===== src/rtl/selector_pkg.sv =====
// selector_pkg: shared pixel width, pixel type and default colour key
package selector_pkg;
    localparam int COLOR_W = 12;
    typedef logic [COLOR_W-1:0] rgb444_t;
    localparam rgb444_t KEY_BLACK = 12'h000;
endpackage


===== src/rtl/selector_color_key_detect.sv =====
// color_key_detect: flags an overlay pixel as opaque when it differs from the key
module color_key_detect #(
    parameter int                 COLOR_W = selector_pkg::COLOR_W,
    parameter logic [COLOR_W-1:0] KEY     = selector_pkg::KEY_BLACK
) (
    input  logic [COLOR_W-1:0] b,
    output logic               opaque
);
    import selector_pkg::*;
    assign opaque = b != KEY;
endmodule


===== src/rtl/selector.sv =====
// selector: colour-keyed overlay mux with registered pixel, select and enable
module selector #(
    parameter int                 COLOR_W = selector_pkg::COLOR_W,
    parameter logic [COLOR_W-1:0] KEY     = selector_pkg::KEY_BLACK
) (
    input  logic               clk,
    input  logic               rst,
    input  logic [COLOR_W-1:0] a,
    input  logic [COLOR_W-1:0] b,
    input  logic               de,
    output logic               s,
    output logic [COLOR_W-1:0] pix,
    output logic               s_q,
    output logic               de_q
);
    import selector_pkg::*;
    logic               w_opaque;
    logic [COLOR_W-1:0] w_pix;
    logic [COLOR_W-1:0] r_pix;
    logic               r_s;
    logic               r_de;
    color_key_detect #(.COLOR_W(COLOR_W), .KEY(KEY)) u_detect (
        .b      (b),
        .opaque (w_opaque)
    );
    assign s = w_opaque;
    // Blanking forces black outside active video
    always_comb w_pix = !de ? '0 : (w_opaque ? b : a);
    always_ff @(posedge clk) begin
        if (rst) begin
            r_pix <= '0;
            r_s   <= 1'b0;
            r_de  <= 1'b0;
        end else begin
            r_pix <= w_pix;
            r_s   <= w_opaque;
            r_de  <= de;
        end
    end
    assign pix  = r_pix;
    assign s_q  = r_s;
    assign de_q = r_de;
endmodule


===== config.mk =====
export PLATFORM = sky130hd
export DESIGN_NAME = selector
export DESIGN_NICKNAME = d
export VERILOG_FILES = /design/src/rtl/selector_pkg.sv /design/src/rtl/selector_color_key_detect.sv /design/src/rtl/selector.sv
export SDC_FILE = /design/constraint.sdc
export NUM_CORES = 1
export LEC_CHECK = 0
export BUFFER_PORTS_ARGS = -buffer_cell sky130_fd_sc_hd__buf_2
export CAP_MARGIN = 10
export CORE_MARGIN = 1
export CORE_UTILIZATION = 37
export CTS_CLUSTER_DIAMETER = 50
export DETAILED_ROUTE_END_ITERATION = 8
export GPL_ROUTABILITY_DRIVEN = 0
export PLACE_DENSITY = 0.75
export SYNTH_ARGS = -nofsm -noshare
export SYNTH_HDL_FRONTEND = slang
export SYNTH_SLANG_ARGS = --single-unit

===== constraint.sdc =====
create_clock -name clk -period 1.3 [get_ports clk]
set_input_delay 0.13 -clock clk [delete_from_list [all_inputs] [get_ports clk]]
set_output_delay 0.13 -clock clk [all_outputs]
set_load 0.01 [all_outputs]

==> insert_results.sql, run 1 <==
INSERT INTO impl_metrics (metric_group, metric, value, unit) VALUES
('detailed_routing', 'route.detailed.vias_per_inst', '4.973', ''),
('clocking', 'postCtsResizedCells', '0', ''),
('sta', 'slew_violations', '0', ''),
('sta', 'grt_setup_unrepaired', 'false', ''),
('layout', 'antennaDiodeCount', '0', ''),
('layout', 'layout.cells.most_common', 'buf_2', ''),
('setup_path', 'worst-path-max-fanout', '7', ''),
('clocking', 'post-cts-setup-buffer-count', '0', ''),
('synth', 'synth_area_leaders', 'dfxtp_1 (51%), a41oi_1 (13%), nor2_1 (8.3%), nor4b_1 (6.4%), a31oi_1 (5.7%)', ''),
('setup_path', 'timing.setup.critical_path_class', 'in2out', ''),
('sta', 'worstMarginPinSlew', '391.8', 'ps'),
('detailed_routing', 'drtIter0Drc', '12', ''),
('global_route', 'initial_antenna_violation_count', '0', ''),
('power', 'total_leakage_power', '0.3829', 'nW'),
('setup_path', 'critPathArrivalTime', '960', 'ps'),
('synth', 'synth.yosys.seq_area_share', '51.38', '%'),
('global_route', 'largest_net_degree_at_the_start_of_global_routing', '15', ''),
('sta', 'setup_viol_count_final', '0', ''),
('layout', 'final_cell_mix', 'buf_2 (41), dfxtp_1 (14), nor2_1 (12), a41oi_1 (8), a31oi_1 (5)', ''),
('power', 'power.share.clock', '27.6', '%'),
('clocking', 'cts-buffers-inserted', '3', ''),
('synth', 'instance_count_of_the_mapped_netlist', '52', ''),
('synth', 'yosysTopAreaCell', 'dfxtp_1', ''),
('global_route', 'grt_pass1_wl', '1.849', 'mm'),
('synth', 'post_synthesis_area_per_instance', '10.49', 'um2'),
('detailed_routing', 'detail-route-antenna-nets', '0', ''),
('clocking', 'cts-root-to-sink-buffers', '2', ''),
('detailed_routing', 'routed_wire_length_per_instance', '11.28', 'um'),
('sta', 'final_period_util', '83.80', '%'),
('detailed_routing', 'postRouteWirelength', '1.263', 'mm'),
('power', 'power.sequential.fraction', '56.5', '%'),
('layout', 'regArea', '280.3', 'um2'),
('detailed_routing', 'total_via_count_in_the_routed_design', '557', ''),
('floorplanning', 'die_width', '40.40', 'um'),
('flow_run', 'max_cap_viol_count', '0', ''),
('synth', 'postSynthRegisterBits', '14', ''),
('clocking', 'path_clk_slew', '70', 'ps'),
('clocking', 'tritoncts', 'done', ''),
('setup_path', 'critPathRequiredTime', '1170', 'ps'),
('placed_design', 'place_hpwl', '1.039', 'mm'),
('setup_path', 'crit_path_launch_type', 'input pin', ''),
('global_route', 'first_global_vias', '448', ''),
('synth', 'syn-num-nets', '79', ''),
('layout', 'fill_cells', '134', ''),
('status', 'status', 'finished clean', ''),
('layout', 'fin_nets', '126', ''),
('synth', 'yosysTopAreaCellShare', '51.38', '%'),
('power', 'power.switching', '0.1816', 'mW'),
('floorplanning', 'core-area', '1334', 'um2'),
('sta', 'hold_violations', '0', ''),
('power', 'switching_share', '22.79', '%'),
('synth', 'synth_warnings', '0', ''),
('power', 'power_density', '996.6', 'nW/um2'),
('global_route', 'global_route.overflow_total', '0', ''),
('setup_path', 'crit_path_end_kind', 'output port', ''),
('clocking', 'cts-hold-fix-buffers', '0', ''),
('layout', 'drive_above_1_share', '52.58', '%'),
('floorplanning', 'chipHeight', '40.40', 'um'),
('sta', 'worst_slew_margin_rel', '73.88', '%'),
('floorplanning', 'initial_core_util', '40.90', '%'),
('power', 'power.combinational.fraction', '15.9', '%'),
('power', 'p_int', '0.6153', 'mW'),
('synth', 'netlist-cell-type-count', '13', ''),
('clocking', 'clock_sinks', '14', ''),
('placed_design', 'placement.io_buffers', '41', ''),
('sta', 'maxClockFrequency', '0.9179', 'GHz'),
('detailed_routing', 'route.detailed.drc', '0', ''),
('clocking', 'h_tree_levels', '1', ''),
('global_route', 'grt_use_total', '16.82', '%'),
('power', 'vdd.ir_drop.worst', '407.7', 'uV'),
('floorplanning', 'die-area', '1632', 'um2'),
('clocking', 'root_buffer', 'clkbuf_4', ''),
('min_path', 'worstHoldPathType', 'in2reg', ''),
('power', 'fin_total_pwr', '0.7968', 'mW'),
('sta', 'finalCriticalPeriod', '1089', 'ps'),
('layout', 'syn_to_final_growth', '46.56', '%'),
('floorplanning', 'ios', '42', ''),
('synth', 'syn_area', '545.5', 'um2'),
('floorplanning', 'fp-row-count', '13', ''),
('detailed_routing', 'detailedRoute.firstPassIterationCount', '4', ''),
('layout', 'multiInputGateArea', '239.0', 'um2'),
('sta', 'timing.setup.tns', '0', 'ps');
## per-layer routing
metal | GRT usage (%) | routed length (um) | vias to the layer above
met4 | 10.00 | 19 | 0
met5 | 0 | 0 | -
met3 | 1.667 | 79 | 2
li1 | - | - | 292
met2 | 25.79 | 598 | 18
met1 | 22.37 | 566 | 245
## path summary, 6_finish.rpt
path | startpoint | endpoint | cells past startpoint
worst min-delay path | rst | s_q | 2
worst max-delay path | b[5] | s | 5
## layout make-up
cell class | count | area share [%]
repair buffers | 45 | 29.42
flip-flops and latches | 14 | 35.05
well taps | 15 | 2.347
inverters | 1 | 0.4695
multi-input cells | 34 | 29.89
clock buffers | 3 | 2.817
## power by group through the flow
stage	clock, mW	sequential, mW	combinational [mW]
final	0.220	0.450	0.127
after global routing	0.244	0.452	0.141
after CTS	0.222	0.450	0.128
after detailed placement	0	0.460	0.128
after global placement	0	0.460	0.126
after floorplan	0	0.471	0.0399
## sequential cells by signal, summed over array words and instances (netlist names)
name	cells
pix	12
de_q	1
s_q	1
## per-stage QoR
stage	setup WS [ps]	hold WS, ps	cell area, um2	cells	utilization, %
2_1_floorplan	284.9	199.4	545.5	52	-
3_3_place_gp	239.8	310.6	777.0	109	58.26
3_5_place_dp	207.9	311.2	777.0	109	58.26
4_1_cts	207.0	31.11	799.5	112	59.94
5_1_grt	139.2	36.76	799.5	112	59.94
6_report	210.6	29.76	799.5	112	59.94
## Yosys cell counts
cell type and instances:
inv_1 1, buf_1 1, nand2b_1 1, nor4_4 1, nor4_2 2, nor2_1 12
a31oi_1 5, nor4b_1 4, buf_6 1, dfxtp_1 14, buf_4 1, a41oi_1 8
nand3_1 1
## logic make-up (layout without fill, tap and decap cells)
| logic type | Yosys count | in the layout | synth area share, % |
|---|---|---|---|
| buffers and inverters | 4 | 49 | 4.816 |
| DFF | 14 | 14 | 51.38 |
| and+or+nand+nor | 21 | 21 | 25.23 |
| AOI/OAI and AO/OA | 13 | 13 | 18.58 |
## critical path: stages
cell     delay (ps)
buf_2           110
nor4_2          300
buf_4           200
nand3_1          80
buf_2           150
No activity file was read; power rests on OpenSTA's default activity.
==> inputs of run 2 (changes only) <==
==> constraint.sdc (replaced) <==
create_clock -name clk -period 1.1 [get_ports clk]
set_input_delay 0.11 -clock clk [delete_from_list [all_inputs] [get_ports clk]]
set_output_delay 0.11 -clock clk [all_outputs]
set_load 0.01 [all_outputs]
==> run 2 against run 1 <==
Die area unchanged. Power is 30% higher. Sequential share of layout area down 0.59 points. Global-route usage up 0.40 points. Critical path depth did not move. Final area increased by 1.7%. Via count increased by 0.72%. Setup slack worse by 160 ps. Flip-flop and latch count unchanged. Critical path type unchanged. Critical endpoint unchanged. Largest cell class unchanged.
==> insert_results.sql, run 2 (synthesized netlist as in run 1, its figures left out) <==
INSERT INTO impl_metrics (metric_group, metric, value, unit) VALUES
('clocking', 'path_clk_slew', '80', 'ps'),
('floorplanning', 'fp-row-count', '13', ''),
('global_route', 'grt_pass1_wl', '1.856', 'mm'),
('setup_path', 'critPathArrivalTime', '940', 'ps'),
('sta', 'timing.setup.tns', '0', 'ps'),
('sta', 'slew_violations', '0', ''),
('sta', 'maxClockFrequency', '0.9504', 'GHz'),
('layout', 'antennaDiodeCount', '0', ''),
('clocking', 'clock_sinks', '14', ''),
('layout', 'final_cell_mix', 'buf_2 (41), dfxtp_1 (14), nor2_1 (12), a41oi_1 (8), a31oi_1 (5)', ''),
('detailed_routing', 'detail-route-antenna-nets', '0', ''),
('layout', 'fin_nets', '126', ''),
('sta', 'grt_setup_unrepaired', 'false', ''),
('clocking', 'cts-root-to-sink-buffers', '2', ''),
('floorplanning', 'chipHeight', '40.40', 'um'),
('layout', 'layoutNonFillerInstCount', '113', ''),
('global_route', 'largest_net_degree_at_the_start_of_global_routing', '15', ''),
('min_path', 'hold_path_startpoint', 'rst', ''),
('sta', 'final_period_util', '95.66', '%'),
('status', 'status', 'finished clean', ''),
('detailed_routing', 'routed_wire_length_per_instance', '11.37', 'um'),
('clocking', 'postCtsResizedCells', '0', ''),
('floorplanning', 'die-area', '1632', 'um2'),
('sta', 'worstMarginPinSlew', '397.5', 'ps'),
('sta', 'worst_slew_margin_rel', '73.50', '%'),
('detailed_routing', 'detailedRoute.firstPassIterationCount', '4', ''),
('setup_path', 'crit_path_end_kind', 'output port', ''),
('global_route', 'first_global_vias', '451', ''),
('clocking', 'post-cts-setup-buffer-count', '0', ''),
('clocking', 'cts-hold-fix-buffers', '0', ''),
('setup_path', 'timing.setup.critical_path_class', 'in2out', ''),
('setup_path', 'worst-path-max-fanout', '14', ''),
('layout', 'largest_register_ff_count', '12', ''),
('detailed_routing', 'route.detailed.vias_per_inst', '4.965', ''),
('setup_path', 'critPathLaunch', 'b[9]', ''),
('clocking', 'cts-buffers-inserted', '3', ''),
('global_route', 'initial_antenna_violation_count', '0', ''),
('clocking', 'root_buffer', 'clkbuf_4', ''),
('power', 'power_density', '1276', 'nW/um2'),
('sta', 'finalCriticalPeriod', '1052', 'ps'),
('placed_design', 'placement.io_buffers', '41', ''),
('min_path', 'worstHoldPathType', 'in2reg', ''),
('floorplanning', 'ios', '42', ''),
('floorplanning', 'initial_core_util', '40.90', '%'),
('global_route', 'grt_use_total', '17.22', '%'),
('layout', 'drive_above_1_share', '53.06', '%'),
('floorplanning', 'core-area', '1334', 'um2'),
('clocking', 'tritoncts', 'done', ''),
('layout', 'syn_to_final_growth', '49.08', '%'),
('detailed_routing', 'route.detailed.drc', '0', ''),
('flow_run', 'max_cap_viol_count', '0', ''),
('sta', 'hold_violations', '0', ''),
('power', 'vdd.ir_drop.worst', '455.7', 'uV'),
('global_route', 'global_route.overflow_total', '0', ''),
('layout', 'layout.cells.most_common', 'buf_2', ''),
('clocking', 'h_tree_levels', '1', ''),
('detailed_routing', 'drtIter0Drc', '26', ''),
('detailed_routing', 'total_via_count_in_the_routed_design', '561', ''),
('power', 'total_leakage_power', '0.3901', 'nW'),
('sta', 'setup_viol_count_final', '0', ''),
('floorplanning', 'die_width', '40.40', 'um'),
('setup_path', 'critPathRequiredTime', '990', 'ps'),
('detailed_routing', 'postRouteWirelength', '1.285', 'mm'),
('setup_path', 'crit_path_launch_type', 'input pin', ''),
('placed_design', 'number_of_placed_cells_counting_well_taps', '109', ''),
('min_path', 'worst_hold_path.num_cells', '2', '');
[run 2: cell types whose count changed in the layout (fill, tap and decap cells not counted)]
cell / before / now
clkbuf_8: 0 / 1
[run 2: critical path, stage by stage]
cell and delay, ps:
buf_2 110, nor4_2 250, buf_4 230, nand3_1 90, buf_2 150
[run 2: stage by stage]
step	hold slack, ps	power [mW]	util, %	setup slack (ps)	cell area (um2)
2_1_floorplan	179.4	0.6038	-	104.9	545.5
3_3_place_gp	295.0	0.6937	58.26	50.58	777.0
3_5_place_dp	296.2	0.6953	58.26	32.57	777.0
4_1_cts	1.154	1.042	60.98	39.18	813.3
5_1_grt	5.023	1.087	60.98	7.010	813.3
6_report	11.00	1.038	60.98	47.77	813.3
[run 2: metal layers]
metal	track usage [%]	share of wire (%)	vias to the layer above
li1	-	-	295
met1	22.59	47	239
met2	25.00	46	25
met3	1.667	6.2	2
met4	14.17	1.5	0
met5	0	0	-
[run 2: final timing paths]
kind	to	slack [ps]
setup / recovery	s	50
hold / removal	s_q	10
[run 2: final cells by class]
type	count	area (um2)
Clock buffer	4	36.28
Fill cell	118	520.5
Inverter	1	3.754
Multi-Input combinational cell	34	239.0
Sequential cell	14	280.3
Tap cell	15	18.77
Timing Repair Buffer	45	235.2
[run 2: power by group]
part,internal (mW),total [mW],switching [mW]
logic,0.0734,0.151,0.0778
registers,0.528,0.532,0.00416
clock network,0.201,0.355,0.154
total,0.802,1.04,0.236
